`src/rtl/memory_stage_pkg.sv`:
```
// Shared types for the memory stage: access width encoding, FSM states and alignment rule.
package memory_stage_pkg;

  typedef enum logic [1:0] {
    BYTE = 2'b00,
    HALF = 2'b01,
    WORD = 2'b10
  } mem_width_e;

  typedef enum logic [1:0] {
    IDLE,
    REQ,
    WAIT,
    RESP
  } state_e;

  // Width code 2'b11 is reserved and always reported as misaligned.
  function automatic logic is_misaligned(input logic [1:0] width, input logic [1:0] offset);
    case (width)
      BYTE:    is_misaligned = 1'b0;
      HALF:    is_misaligned = offset[0];
      WORD:    is_misaligned = (offset != 2'b00);
      default: is_misaligned = 1'b1;
    endcase
  endfunction

endpackage

```
`src/rtl/memory_stage_load_align.sv`:
```
// Combinational load lane extraction with optional sign extension.
module load_align
  import memory_stage_pkg::*;
#(
  parameter int XLEN = 32
) (
  input  logic [XLEN-1:0] rdata_i,
  input  logic [1:0]      offset_i,
  input  logic [1:0]      width_i,
  input  logic            sign_ext_i,
  output logic [XLEN-1:0] data_o
);

  logic [7:0]  byteLane;
  logic [15:0] halfLane;

  assign byteLane = 8'(rdata_i >> {offset_i, 3'b000});
  assign halfLane = 16'(rdata_i >> {offset_i, 3'b000});

  always_comb begin
    data_o = rdata_i;
    case (width_i)
      BYTE:    data_o = {{(XLEN-8){sign_ext_i & byteLane[7]}}, byteLane};
      HALF:    data_o = {{(XLEN-16){sign_ext_i & halfLane[15]}}, halfLane};
      default: data_o = rdata_i;
    endcase
  end

endmodule

```
`src/rtl/memory_stage.sv`:
```
// Memory stage: accepts one load/store, runs it on a simple gnt/rvalid bus, pulses resp_valid.
// Optional bus wait timeout is enabled by defining MEMORY_STAGE_TIMEOUT_EN.
module memory_stage
  import memory_stage_pkg::*;
#(
  parameter int XLEN           = 32,
  parameter int TIMEOUT_CYCLES = 16
) (
  input  logic              clk,
  input  logic              rst,
  input  logic              req_valid,
  output logic              req_ready,
  input  logic              mem_read_en,
  input  logic              mem_write_en,
  input  logic              sign_extend,
  input  logic [1:0]        mem_width,
  input  logic [XLEN-1:0]   addr,
  input  logic [XLEN-1:0]   wdata,
  output logic              resp_valid,
  output logic [XLEN-1:0]   valM,
  output logic              mem_fault,
  output logic              bus_req,
  output logic              bus_we,
  output logic [XLEN-1:0]   bus_addr,
  output logic [XLEN-1:0]   bus_wdata,
  output logic [XLEN/8-1:0] bus_wstrb,
  input  logic              bus_gnt,
  input  logic              bus_rvalid,
  input  logic [XLEN-1:0]   bus_rdata
);

  localparam int STRB_W = XLEN / 8;

  state_e            state_q, state_d;
  logic [XLEN-1:0]   addr_q, addr_d;
  logic [XLEN-1:0]   wdata_q, wdata_d;
  logic [1:0]        width_q, width_d;
  logic              signExt_q, signExt_d;
  logic              isWrite_q, isWrite_d;
  logic [XLEN-1:0]   valM_q, valM_d;
  logic              fault_q, fault_d;
  logic [XLEN-1:0]   loadData;
  logic [STRB_W-1:0] strbBase;
  logic              inReq;
  logic              timeoutHit;

  load_align #(.XLEN(XLEN)) u_load_align (
    .rdata_i    (bus_rdata),
    .offset_i   (addr_q[1:0]),
    .width_i    (width_q),
    .sign_ext_i (signExt_q),
    .data_o     (loadData)
  );

`ifdef MEMORY_STAGE_TIMEOUT_EN
  localparam int CNT_W = $clog2(TIMEOUT_CYCLES + 1);
  logic [CNT_W-1:0] count_q, count_d;

  // One budget covers REQ and WAIT together; it saturates once the limit is reached.
  always_comb begin
    count_d = count_q;
    if (state_q == IDLE) begin
      count_d = '0;
    end else if ((state_q == REQ || state_q == WAIT) && count_q != CNT_W'(TIMEOUT_CYCLES)) begin
      count_d = count_q + CNT_W'(1);
    end
  end

  always_ff @(posedge clk or posedge rst) begin
    if (rst) count_q <= '0;
    else     count_q <= count_d;
  end

  assign timeoutHit = (count_q >= CNT_W'(TIMEOUT_CYCLES - 1));
`else
  logic unusedTimeoutCfg;
  assign unusedTimeoutCfg = (TIMEOUT_CYCLES != 0);
  assign timeoutHit       = 1'b0;
`endif

  always_comb begin
    state_d   = state_q;
    addr_d    = addr_q;
    wdata_d   = wdata_q;
    width_d   = width_q;
    signExt_d = signExt_q;
    isWrite_d = isWrite_q;
    valM_d    = valM_q;
    fault_d   = fault_q;
    case (state_q)
      IDLE: begin
        if (req_valid) begin
          addr_d    = addr;
          wdata_d   = wdata;
          width_d   = mem_width;
          signExt_d = sign_extend;
          isWrite_d = mem_write_en;
          if (!mem_read_en && !mem_write_en) begin
            state_d = RESP;
            valM_d  = '0;
            fault_d = 1'b0;
          end else if ((mem_read_en && mem_write_en) || is_misaligned(mem_width, addr[1:0])) begin
            state_d = RESP;
            valM_d  = '0;
            fault_d = 1'b1;
          end else begin
            state_d = REQ;
          end
        end
      end
      REQ: begin
        if (bus_gnt) begin
          state_d = isWrite_q ? RESP : WAIT;
          if (isWrite_q) begin
            valM_d  = '0;
            fault_d = 1'b0;
          end
        end else if (timeoutHit) begin
          state_d = RESP;
          valM_d  = '0;
          fault_d = 1'b1;
        end
      end
      WAIT: begin
        if (bus_rvalid) begin
          state_d = RESP;
          valM_d  = loadData;
          fault_d = 1'b0;
        end else if (timeoutHit) begin
          state_d = RESP;
          valM_d  = '0;
          fault_d = 1'b1;
        end
      end
      RESP:    state_d = IDLE;
      default: state_d = IDLE;
    endcase
  end

  always_ff @(posedge clk or posedge rst) begin
    if (rst) begin
      state_q   <= IDLE;
      addr_q    <= '0;
      wdata_q   <= '0;
      width_q   <= 2'b00;
      signExt_q <= 1'b0;
      isWrite_q <= 1'b0;
      valM_q    <= '0;
      fault_q   <= 1'b0;
    end else begin
      state_q   <= state_d;
      addr_q    <= addr_d;
      wdata_q   <= wdata_d;
      width_q   <= width_d;
      signExt_q <= signExt_d;
      isWrite_q <= isWrite_d;
      valM_q    <= valM_d;
      fault_q   <= fault_d;
    end
  end

  // Bus outputs are forced to zero outside REQ so nothing leaks onto an idle bus.
  always_comb begin
    strbBase = STRB_W'(4'b1111);
    case (width_q)
      BYTE:    strbBase = STRB_W'(4'b0001);
      HALF:    strbBase = STRB_W'(4'b0011);
      default: strbBase = STRB_W'(4'b1111);
    endcase
  end

  assign inReq      = (state_q == REQ);
  assign req_ready  = (state_q == IDLE);
  assign resp_valid = (state_q == RESP);
  assign valM       = valM_q;
  assign mem_fault  = fault_q;
  assign bus_req    = inReq;
  assign bus_we     = inReq & isWrite_q;
  assign bus_addr   = inReq ? {addr_q[XLEN-1:2], 2'b00} : '0;
  assign bus_wdata  = inReq ? (wdata_q << {addr_q[1:0], 3'b000}) : '0;
  assign bus_wstrb  = (inReq && isWrite_q) ? (strbBase << addr_q[1:0]) : '0;

endmodule

```
`config.mk`:
```
export PLATFORM = sky130hd
export DESIGN_NAME = memory_stage
export DESIGN_NICKNAME = d
export VERILOG_FILES = /design/src/rtl/memory_stage_pkg.sv /design/src/rtl/memory_stage_load_align.sv /design/src/rtl/memory_stage.sv
export SDC_FILE = /design/constraint.sdc
export NUM_CORES = 1
export LEC_CHECK = 0
export CAP_MARGIN = 5
export CORE_ASPECT_RATIO = 1.75
export CORE_MARGIN = 2
export CORE_UTILIZATION = 31
export DETAILED_ROUTE_END_ITERATION = 7
export HOLD_SLACK_MARGIN = 0.02
export PLACE_DENSITY = 0.67
export SYNTH_ARGS = -nofsm -noshare
export SYNTH_HDL_FRONTEND = slang
export SYNTH_SLANG_ARGS = --single-unit
```
`constraint.sdc`:
```
create_clock -name clk -period 3.3 [get_ports clk]
set_input_delay 0.66 -clock clk [delete_from_list [all_inputs] [get_ports clk]]
set_output_delay 0.66 -clock clk [all_outputs]
set_load 0.01 [all_outputs]
```
==> reports/metrics.cfg <==
[floorplanning]
die_h_um=181.6
initial_core_util_pct=31.37
coreArea_mm2=0.01781
fp-row-count=65
io_pins=211
fp.dieArea_mm2=0.01916
die_w_um=105.5

[cells_and_area]
syn_to_final_growth_pct=47.25
drive_gt1_share_pct=16.59
nNetsFinal=799
n_fill_cell=1640
final_cells=928
post-route-util_pct=46.20

[yosys]
avgSynthCellArea_um2=11.24
ys_seq_area_share_pct=46.13
synth_area_mm2=0.005588
synth_area_leader_cell=dfrtp_1
yosys.area.top_type_share_pct=46.13
yosys_register_bits=103
synth_area_leaders=dfrtp_1 46%, mux2_2 16%, mux2i_1 7.0%, and2_1 5.9%, o2bb2ai_1 3.9%
synth_cell_types=38
syn_inst=497
synth-warning-count=0
synthArstFlopShare_pct=100.0
synth-main-ff-cell=dfrtp_1
synth_edf_count=0

[clocking]
cts_htree_levels=3
ctsRootBufferMaster=clkbuf_16
clock_sink_count=103
clock_latency_ns=0.34
post_cts_buffers=0
cts_inserted_buffers=9
cts.clk_slew.worst_paths_ns=0.08
clock_path_buffers=2
cts.repair.resized=0
cts_tree=yes
cts_hold_buffers=0

[place]
gp_congestion=0.8456
dp.cells=911
port_buffers=208
dp_hpwl_mm=13.23

[timing]
fmax_ghz=0.3186
worstMarginPinSlew_ns=0.7229
slew_viol_final=0
setup_viol=0
hold_ws_ns=0.4890
hold_viol=0
fin_worst_skew_ns=0.007035
post-route-min-period_ns=3.139
setup_tns_ns=0
finalCritPeriodShare_pct=95.11
slew_headroom_pct=51.71
rsz0062_at_grt=false

[grt]
grt_pass1_vias=5225
antenna_found_initial=2
gr-total-overflow=0
grt_max_degree=69
grt_use_total_pct=18.80
grt_pass1_wl_mm=28.09

[critical_path]
start_kind=flip-flop
crit_path_end_kind=primary output
worstSetupPathType=reg -> out
worst_path_max_delay_cell=clkdlybuf4s50_1
worstPathMaxFanout=8
cpPeakStageDelay_ns=0.53
cp.arrival_ns=2.48
path_delay_family=simple AND/OR/NAND/NOR gates
crit_buf_inv=2
path_cells=inv_1 -> ha_1 -> nand2b_1 -> nor2_1 -> and2_1 -> clkdlybuf4s50_1
cp.required_ns=2.64

[power]
p_leak_nw=3.421
p_total_mw=7.706
vdd_ir_drop_max_mv=0.4151
p_per_area_mw_per_mm2=936.6

[drt]
drt_pre_antenna_iters=4
drt-initial-drc-count=217
via_per_inst=5.089
postRouteAntennaNets=0
dr_total_vias=4723
wl_per_cell_um=19.21
drt_wl_total_mm=17.83
drc=0

[min_path]
min_path_type=reg -> reg

[run]
maxCapViolCount=0

[run_status]
status=finished clean

[layout by cell type (no fill, tap or decap), types with 2 or more instances in the layout]
master	instances
clkdlybuf4s50_1	208
dfrtp_1	101
mux2_2	77
and2_1	53
mux2i_1	39
o2bb2ai_1	25
nand2_1	17
o2111ai_1	17
nor2_1	16
inv_1	14
o21ai_0	12
buf_4	12
o211ai_1	9
clkbuf_16	9
nand3b_1	8
o211a_1	8
a2bb2oi_1	7
o221ai_1	7
a31oi_1	7
a21oi_1	5
ha_1	5
nor3_1	4
inv_6	3
nand2b_1	2
nand4_1	2
nor2b_1	2
clkinvlp_4	2
conb_1	2
dfrtp_2	2
buf_12	2
[per-stage QoR]
step,setup WS [ns],instance area (um2)
6_report,0.1613,8228
5_1_grt,0.02770,8228
4_1_cts,0.03279,8222
3_5_place_dp,0.4350,7930
3_3_place_gp,0.4962,7930
2_1_floorplan,1.069,5595
[report_power, final]
part | switching [mW] | total [mW] | leakage, nW | internal [mW]
registers | 0.457 | 2.32 | 1.27 | 1.87
logic | 2.06 | 4.33 | 2.01 | 2.28
clock network | 0.519 | 1.05 | 0.142 | 0.531
total | 3.03 | 7.71 | 3.42 | 4.67
[logic make-up after synthesis]
group | synth area share (%)
mux | 22.91
compound gates | 14.60
fa+ha+maj | 1.120
simple gates | 10.68
buf+inv | 4.344
flops | 46.13
xor+xnor | 0.1568
other cells | 0.06711
[sequential cells by signal, summed over array words and instances, names as in the netlist]
register	flops
addr_q	32
isWrite_q	1
mem_fault	1
signExt_q	1
state_q	2
valM	32
wdata_q	32
width_q	2
[final timing paths]
kind	from	endpoint	slack, ns	depth (start not counted)
max in group asynchronous	rst	valM[10]	1.71	3
setup / recovery	state_q[1]	bus_wdata[5]	0.16	6
hold / removal	valM[30]	valM[30]	0.49	1
hold reg to reg	valM[30]	valM[30]	0.49	1
min in group asynchronous	rst	addr_q[3]	0.76	2
setup reg to reg	state_q[1]	valM[10]	0.85	7
[synthesized netlist by cell type (all sizes together), types with 2 or more instances]
| master | instances |
|---|---|
| a21oi | 5 |
| a2bb2oi | 7 |
| a31oi | 7 |
| and2 | 53 |
| buf | 18 |
| clkbuf | 26 |
| dfrtp | 103 |
| ha | 5 |
| inv | 16 |
| mux2 | 77 |
| mux2i | 39 |
| nand2 | 18 |
| nand2b | 2 |
| nand3b | 8 |
| nand4 | 2 |
| nor2 | 16 |
| nor2b | 2 |
| nor3 | 4 |
| o2111ai | 18 |
| o211a | 8 |
| o211ai | 9 |
| o21ai | 12 |
| o221ai | 7 |
| o2bb2ai | 25 |
[cell type report]
cell class / count / area, um2 / share of cell area [%]
Sequential cell: 103 / 2580 / 31.36
Multi-Input combinational cell: 335 / 2774 / 33.71
Inverter: 16 / 63.81 / 0.7755
Clock buffer: 9 / 225.2 / 2.737
Clock inverter: 7 / 66.31 / 0.8060
Tap cell: 234 / 292.8 / 3.558
Timing Repair Buffer: 223 / 2223 / 27.02
Antenna cell: 1 / 2.502 / 0.03041
[layer usage]
layer / track usage [%] / vias to the layer above / part of all wire [%]
met5: 0 / - / 0.084
met4: 10.68 / 2 / 5.3
met3: 3.589 / 47 / 5.2
met2: 33.65 / 170 / 53
met1: 20.47 / 2324 / 37
li1: - / 2180 / -
Power figures use the tool's default switching activity.
